==> src/rtl/instr_fetch_unit.sv <==
// Fetch unit: owns the PC, pulls instruction words from instruction memory
// over a req/ack handshake, holds them in the IR for decode/execute, and
// picks the next PC (sequential, branch or halt) when the instruction retires.
module instr_fetch_unit #(
  parameter logic [31:0] RESET_PC = 32'h0000_0000,
  parameter int          TIMEOUT  = 255
) (
  input  logic        CLK,
  input  logic        Reset,
  output logic        imem_req,
  output logic [31:0] imem_addr,
  input  logic        imem_ack,
  input  logic [31:0] imem_rdata,
  output logic        ir_valid,
  input  logic        ir_ready,
  input  logic        PCWre,
  input  logic        PCSrc,
  input  logic [31:0] ExtImm,
  output logic [5:0]  OpCode,
  output logic [4:0]  rs,
  output logic [4:0]  rt,
  output logic [4:0]  rd,
  output logic [15:0] imm16,
  output logic [31:0] PC,
  output logic [31:0] PC4,
  output logic        halted,
  output logic        fetch_err
);

  localparam logic [15:0] TIMEOUT_C = 16'(TIMEOUT);

  typedef enum logic [2:0] {
    S_IDLE,
    S_FETCH,
    S_ISSUE,
    S_HALT,
    S_ERR
  } state_t;

  state_t      r_state;
  state_t      w_state_nxt;
  logic [31:0] r_pc;
  logic [31:0] r_ir;
  logic [15:0] r_cnt;

  logic        w_fetch_done;
  logic        w_retire;
  logic [15:0] w_cnt_inc;
  logic [31:0] w_pc4;
  logic [31:0] w_offset;
  logic [31:0] w_branch_pc;

  // An ack only counts while a request is actually outstanding.
  assign w_fetch_done = (r_state == S_FETCH) && imem_ack;
  assign w_retire     = (r_state == S_ISSUE) && ir_ready;
  assign w_cnt_inc    = r_cnt + 16'd1;

  // Branch offset is in words; the shift drops ExtImm's top two bits and
  // all sums wrap modulo 2^32, which also makes negative offsets work.
  assign w_pc4       = r_pc + 32'd4;
  assign w_offset    = ExtImm << 2;
  assign w_branch_pc = w_pc4 + w_offset;

  // State register; reset aborts any fetch in flight.
  always_ff @(posedge CLK) begin
    if (!Reset) begin
      r_state <= S_IDLE;
    end else begin
      r_state <= w_state_nxt;
    end
  end

  // Next-state logic: HALT and ERR are sticky until reset.
  always_comb begin
    w_state_nxt = r_state;
    case (r_state)
      S_IDLE:  w_state_nxt = S_FETCH;
      S_FETCH: begin
        if (imem_ack) begin
          w_state_nxt = S_ISSUE;
        end else if (w_cnt_inc == TIMEOUT_C) begin
          w_state_nxt = S_ERR;
        end
      end
      S_ISSUE: begin
        if (ir_ready) begin
          w_state_nxt = PCWre ? S_FETCH : S_HALT;
        end
      end
      S_HALT:  w_state_nxt = S_HALT;
      S_ERR:   w_state_nxt = S_ERR;
      default: w_state_nxt = S_IDLE;
    endcase
  end

  // PC, IR and timeout counter: IR loads on ack, PC advances on retire.
  always_ff @(posedge CLK) begin
    if (!Reset) begin
      r_pc  <= RESET_PC;
      r_ir  <= 32'd0;
      r_cnt <= 16'd0;
    end else begin
      if (w_fetch_done) begin
        r_ir  <= imem_rdata;
        r_cnt <= 16'd0;
      end else if (r_state == S_FETCH) begin
        r_cnt <= w_cnt_inc;
      end
      if (w_retire && PCWre) begin
        r_pc <= PCSrc ? w_branch_pc : w_pc4;
      end
    end
  end

  assign imem_req  = (r_state == S_FETCH);
  assign imem_addr = r_pc;
  assign ir_valid  = (r_state == S_ISSUE);
  assign halted    = (r_state == S_HALT);
  assign fetch_err = (r_state == S_ERR);

  assign OpCode = r_ir[31:26];
  assign rs     = r_ir[25:21];
  assign rt     = r_ir[20:16];
  assign rd     = r_ir[15:11];
  assign imm16  = r_ir[15:0];
  assign PC     = r_pc;
  assign PC4    = w_pc4;

endmodule

==> config.mk <==
export PLATFORM = sky130hd
export DESIGN_NAME = instr_fetch_unit
export DESIGN_NICKNAME = d
export VERILOG_FILES = /design/src/rtl/instr_fetch_unit.sv
export SDC_FILE = /design/constraint.sdc
export NUM_CORES = 1
export LEC_CHECK = 0
export CAP_MARGIN = 25
export CORE_MARGIN = 2
export CORE_UTILIZATION = 47
export CTS_BUF_LIST = sky130_fd_sc_hd__clkbuf_16
export CTS_CLUSTER_SIZE = 24
export DETAILED_ROUTE_END_ITERATION = 10
export GPL_TIMING_DRIVEN = 0
export PLACE_DENSITY = 0.82
export SETUP_SLACK_MARGIN = 0.5
export SYNTH_ARGS = -nofsm -noshare
export SYNTH_HDL_FRONTEND = slang
export SYNTH_SLANG_ARGS = --single-unit
==> constraint.sdc <==
create_clock -name CLK -period 4.7 [get_ports CLK]
set_input_delay 0.47 -clock CLK [delete_from_list [all_inputs] [get_ports CLK]]
set_output_delay 0.47 -clock CLK [all_outputs]
set_load 0.05 [all_outputs]
==> insert_results.sql <==
INSERT INTO impl_metrics (metric_group, metric, value, unit) VALUES
('clock_network', 'cts_hold_repair.buffers', '0', ''),
('global_routing', 'grt_pass1_wl', '31500', 'um'),
('logic_synthesis', 'seq_area_frac_synth', '25.8', '%'),
('critical_path', 'path_max_fanout', '7', ''),
('cells_and_area', 'layout.cells.most_common_list', 'clkdlybuf4s50_1, nand2_1, dfxtp_1', ''),
('clock_network', 'cts_post_setup_buffers_inserted', '0', ''),
('timing', 'period_share', '85.7', '%'),
('clock_network', 'clock_latency', '0.34', 'ns'),
('global_routing', 'number_of_antenna_violations_at_the_first_check_in_global_routing', '1', ''),
('logic_synthesis', 'syn-instance-count', '822', ''),
('cells_and_area', 'layout.filler_cells', '1156', ''),
('clock_network', 'cts_root_buffer', 'clkbuf_16', ''),
('logic_synthesis', 'synth_cell_type_count', '79', ''),
('timing', 'max_freq', '0.248', 'GHz'),
('floorplan', 'placement_rows', '42', ''),
('clock_network', 'max-clock-path-buffers', '2', ''),
('routing', 'initialDrtViolationCount', '530', ''),
('logic_synthesis', 'postSynthRegisterBits', '81', ''),
('timing', 'final_period_minus_worst_setup_slack', '4.03', 'ns'),
('cells_and_area', 'syn2layout_area_growth', '42.7', '%'),
('critical_path', 'critical_path.startpoint', 'PC[2]', ''),
('power_and_ir_drop', 'vdd_drop_max', '0.000184', 'V'),
('timing', 'timing.clock.skew', '0.00625', 'ns'),
('routing', 'remaining_drc_errors', '0', ''),
('timing', 'final_max_slew_viol_count', '0', ''),
('floorplan', 'floorplan.die.height', '120', 'um'),
('cells_and_area', 'final_design_area_excluding_fillers', '0.00898', 'mm^2'),
('run', 'maxCapViolCount', '0', ''),
('routing', 'vias', '6827', ''),
('logic_synthesis', 'synth.cell_area', '0.00629', 'mm^2'),
('power_and_ir_drop', 'powerDensity', '213', 'mW/mm^2'),
('power_and_ir_drop', 'leakagePower', '0.00364', 'uW'),
('logic_synthesis', 'synth-edff-count', '0', ''),
('logic_synthesis', 'synth_async_sr_flop_share', '0', '%'),
('critical_path', 'critPathLaunchType', 'flop', ''),
('cells_and_area', 'layout-drive-gt1-share', '12.1', '%'),
('placement', 'globalplace.congestion', '0.968', ''),
('timing', 'least_margin_pin_slew', '0.823', 'ns'),
('timing', 'fin_setup_tns', '0', 'ns'),
('critical_path', 'critical_path_required', '4.89', 'ns'),
('cells_and_area', 'diodes', '0', ''),
('timing', 'grt_setup_unrepaired', 'true', ''),
('critical_path', 'criticalPathCategory', 'flop to flop', ''),
('critical_path', 'end_kind', 'flop', ''),
('logic_synthesis', 'syn_area_per_cell', '7.65', 'um^2'),
('clock_network', 'clock_sink_count', '81', ''),
('worst_hold_path', 'hold_start', 'r_ir[23]', ''),
('placement', 'io_buffer_count', '197', ''),
('logic_synthesis', 'synthFlopType', 'dfxtp_1', ''),
('clock_network', 'cts_tree', 'built', ''),
('routing', 'avgViaCountPerCell', '5.61', ''),
('timing', 'hold_violations', '0', ''),
('floorplan', 'dieArea', '0.0143', 'mm^2'),
('routing', 'route.detailed.wl_per_inst', '16.0', 'um'),
('routing', 'antenna_violating_nets_post_route', '0', ''),
('worst_hold_path', 'min_delay_path_class', 'flop to flop', ''),
('timing', 'slew_headroom', '44.7', '%'),
('timing', 'setup_viol', '0', ''),
('global_routing', 'grt_usage', '26.9', '%'),
('floorplan', 'floorplan.initialDensity', '47.9', '%'),
('critical_path', 'arrival_worst_endpoint', '4.22', 'ns'),
('clock_network', 'clk_transition_reported_paths', '0.06', 'ns'),
('global_routing', 'grt_max_degree', '14', ''),
('clock_network', 'cts_buffers', '9', ''),
('status', 'status', 'completed', ''),
('floorplan', 'die_span_x', '120', 'um'),
('placement', 'post_dp_cell_area', '0.00866', 'mm^2'),
('global_routing', 'number_of_global_route_vias_before_repair', '6317', ''),
('routing', 'totalWireLength', '19500', 'um'),
('global_routing', 'globalRouteOverflowTotal', '0', ''),
('cells_and_area', 'final_common_cell', 'clkdlybuf4s50_1', ''),
('clock_network', 'ctsHtreeMaxLevel', '3', ''),
('floorplan', 'core_region_area', '0.0131', 'mm^2'),
('timing', 'worst_hold_slack', '0.464', 'ns'),
('cells_and_area', 'fin_nets', '1144', ''),
('placement', 'detailedPlacementHpwl', '14900', 'um'),
('critical_path', 'worstReg2RegStart', 'PC[2]', ''),
('routing', 'dr.pass1.iters', '5', ''),
('floorplan', 'pin_count', '207', ''),
('logic_synthesis', 'ys.warnings.count', '0', '');
==> area by class of cell <==
type | count | area (um^2) | area share, %
Multi-Input combinational cell | 654 | 4380 | 48.7
Clock buffer | 9 | 225 | 2.51
Tap cell | 176 | 220 | 2.45
Timing Repair Buffer | 197 | 1970 | 22.0
Clock inverter | 7 | 40.0 | 0.446
Buffer | 78 | 460 | 5.13
Inverter | 14 | 52.6 | 0.585
Sequential cell | 81 | 1630 | 18.2
==> worst max-delay path, cell delays in order (launching register included) <==
cell     delay [ns]
dfxtp_2        0.39
ha_1           0.24
and3_1         0.17
buf_4          0.14
and3_1         0.28
and3_2         0.28
nand3_1        0.14
xnor2_2        0.23
ha_1           0.35
a21oi_2        0.25
inv_1          0.06
a221o_1        0.30
a31oi_2        0.27
o21ai_1        0.20
a31oi_1        0.30
xor2_1         0.20
a21oi_1        0.09
==> power by group <==
group          internal, uW  switching (uW)  total (uW)  leakage (uW)
Clock                   352             295         648      0.000131
Combinational           200             318         518       0.00285
Sequential              715            28.9         744      0.000659
==> through the flow <==
step	std cells	utilization, %	setup slack [ns]	total power (uW)
floorplan	827	-	0.502	1080
global placement	1200	65.9	0.554	1270
detailed placement	1200	65.9	0.520	1270
CTS	1216	67.9	0.517	1910
global route	1216	68.3	0.475	1990
finish	1216	68.3	0.671	1910
==> final timing paths <==
check	endpoint	cells after the start	slack, ns
worst max-delay path	PC[29]	16	0.67
worst min register to register	r_ir[23]	2	0.46
worst max register to register	PC[29]	16	0.67
worst min-delay path	r_ir[23]	2	0.46
==> state kept, by name, summed over array words and instances (netlist names) <==
name,flops
r_ir,32
PC,30
r_cnt,16
r_state,3
==> Yosys cell counts (6+ instances only) <==
master      n  share of area, %
a31oi_1     6              0.60
nand4_1    14               1.4
a21o_1     14               1.7
nor3_1     10              0.80
a211oi_1    6              0.72
or3_1      12               1.2
o21a_1      7              0.84
nand3_1    21               1.7
clkbuf_1   33               2.0
inv_1      11              0.66
a21oi_1    66               5.2
xor2_1     33               4.6
and2_1     10              0.99
nor2_1     54               3.2
o21ai_0    45               3.6
a21boi_0   33               3.9
nand2_1   126               7.5
nor2b_1     7              0.70
dfxtp_1    81                26
ha_1       38               7.6
xnor2_1    33               4.6
and3_1     16               1.6
buf_4      42               5.0
==> layer usage <==
layer | share of wire (%) | wire [um] | vias to the layer above | global-route usage [%]
met5 | 0.067 | 13 | - | 0
met4 | 2.8 | 544 | 2 | 9.12
met3 | 10 | 1940 | 53 | 7.37
met2 | 46 | 8950 | 340 | 44.8
met1 | 41 | 8030 | 3137 | 33.5
li1 | - | - | 3295 | -
==> cells by family after synthesis <==
family / share of synthesized area [%]
AOI/OAI and AO/OA: 23.9
xor gates and xnor gates: 9.19
adders and majority gates: 7.87
buffers and inverters: 8.15
DFF: 25.8
muxes: 0.497
other: 0.0596
and+or+nand+nor: 24.6
==> timing repair <==
action | 4_1_cts | 5_1_grt
hold endpoints to repair | 0 | 0
endpoints found under the setup margin | 0 | 7
resized for setup | 0 | 11
No activity file was read; power rests on OpenSTA's default activity.
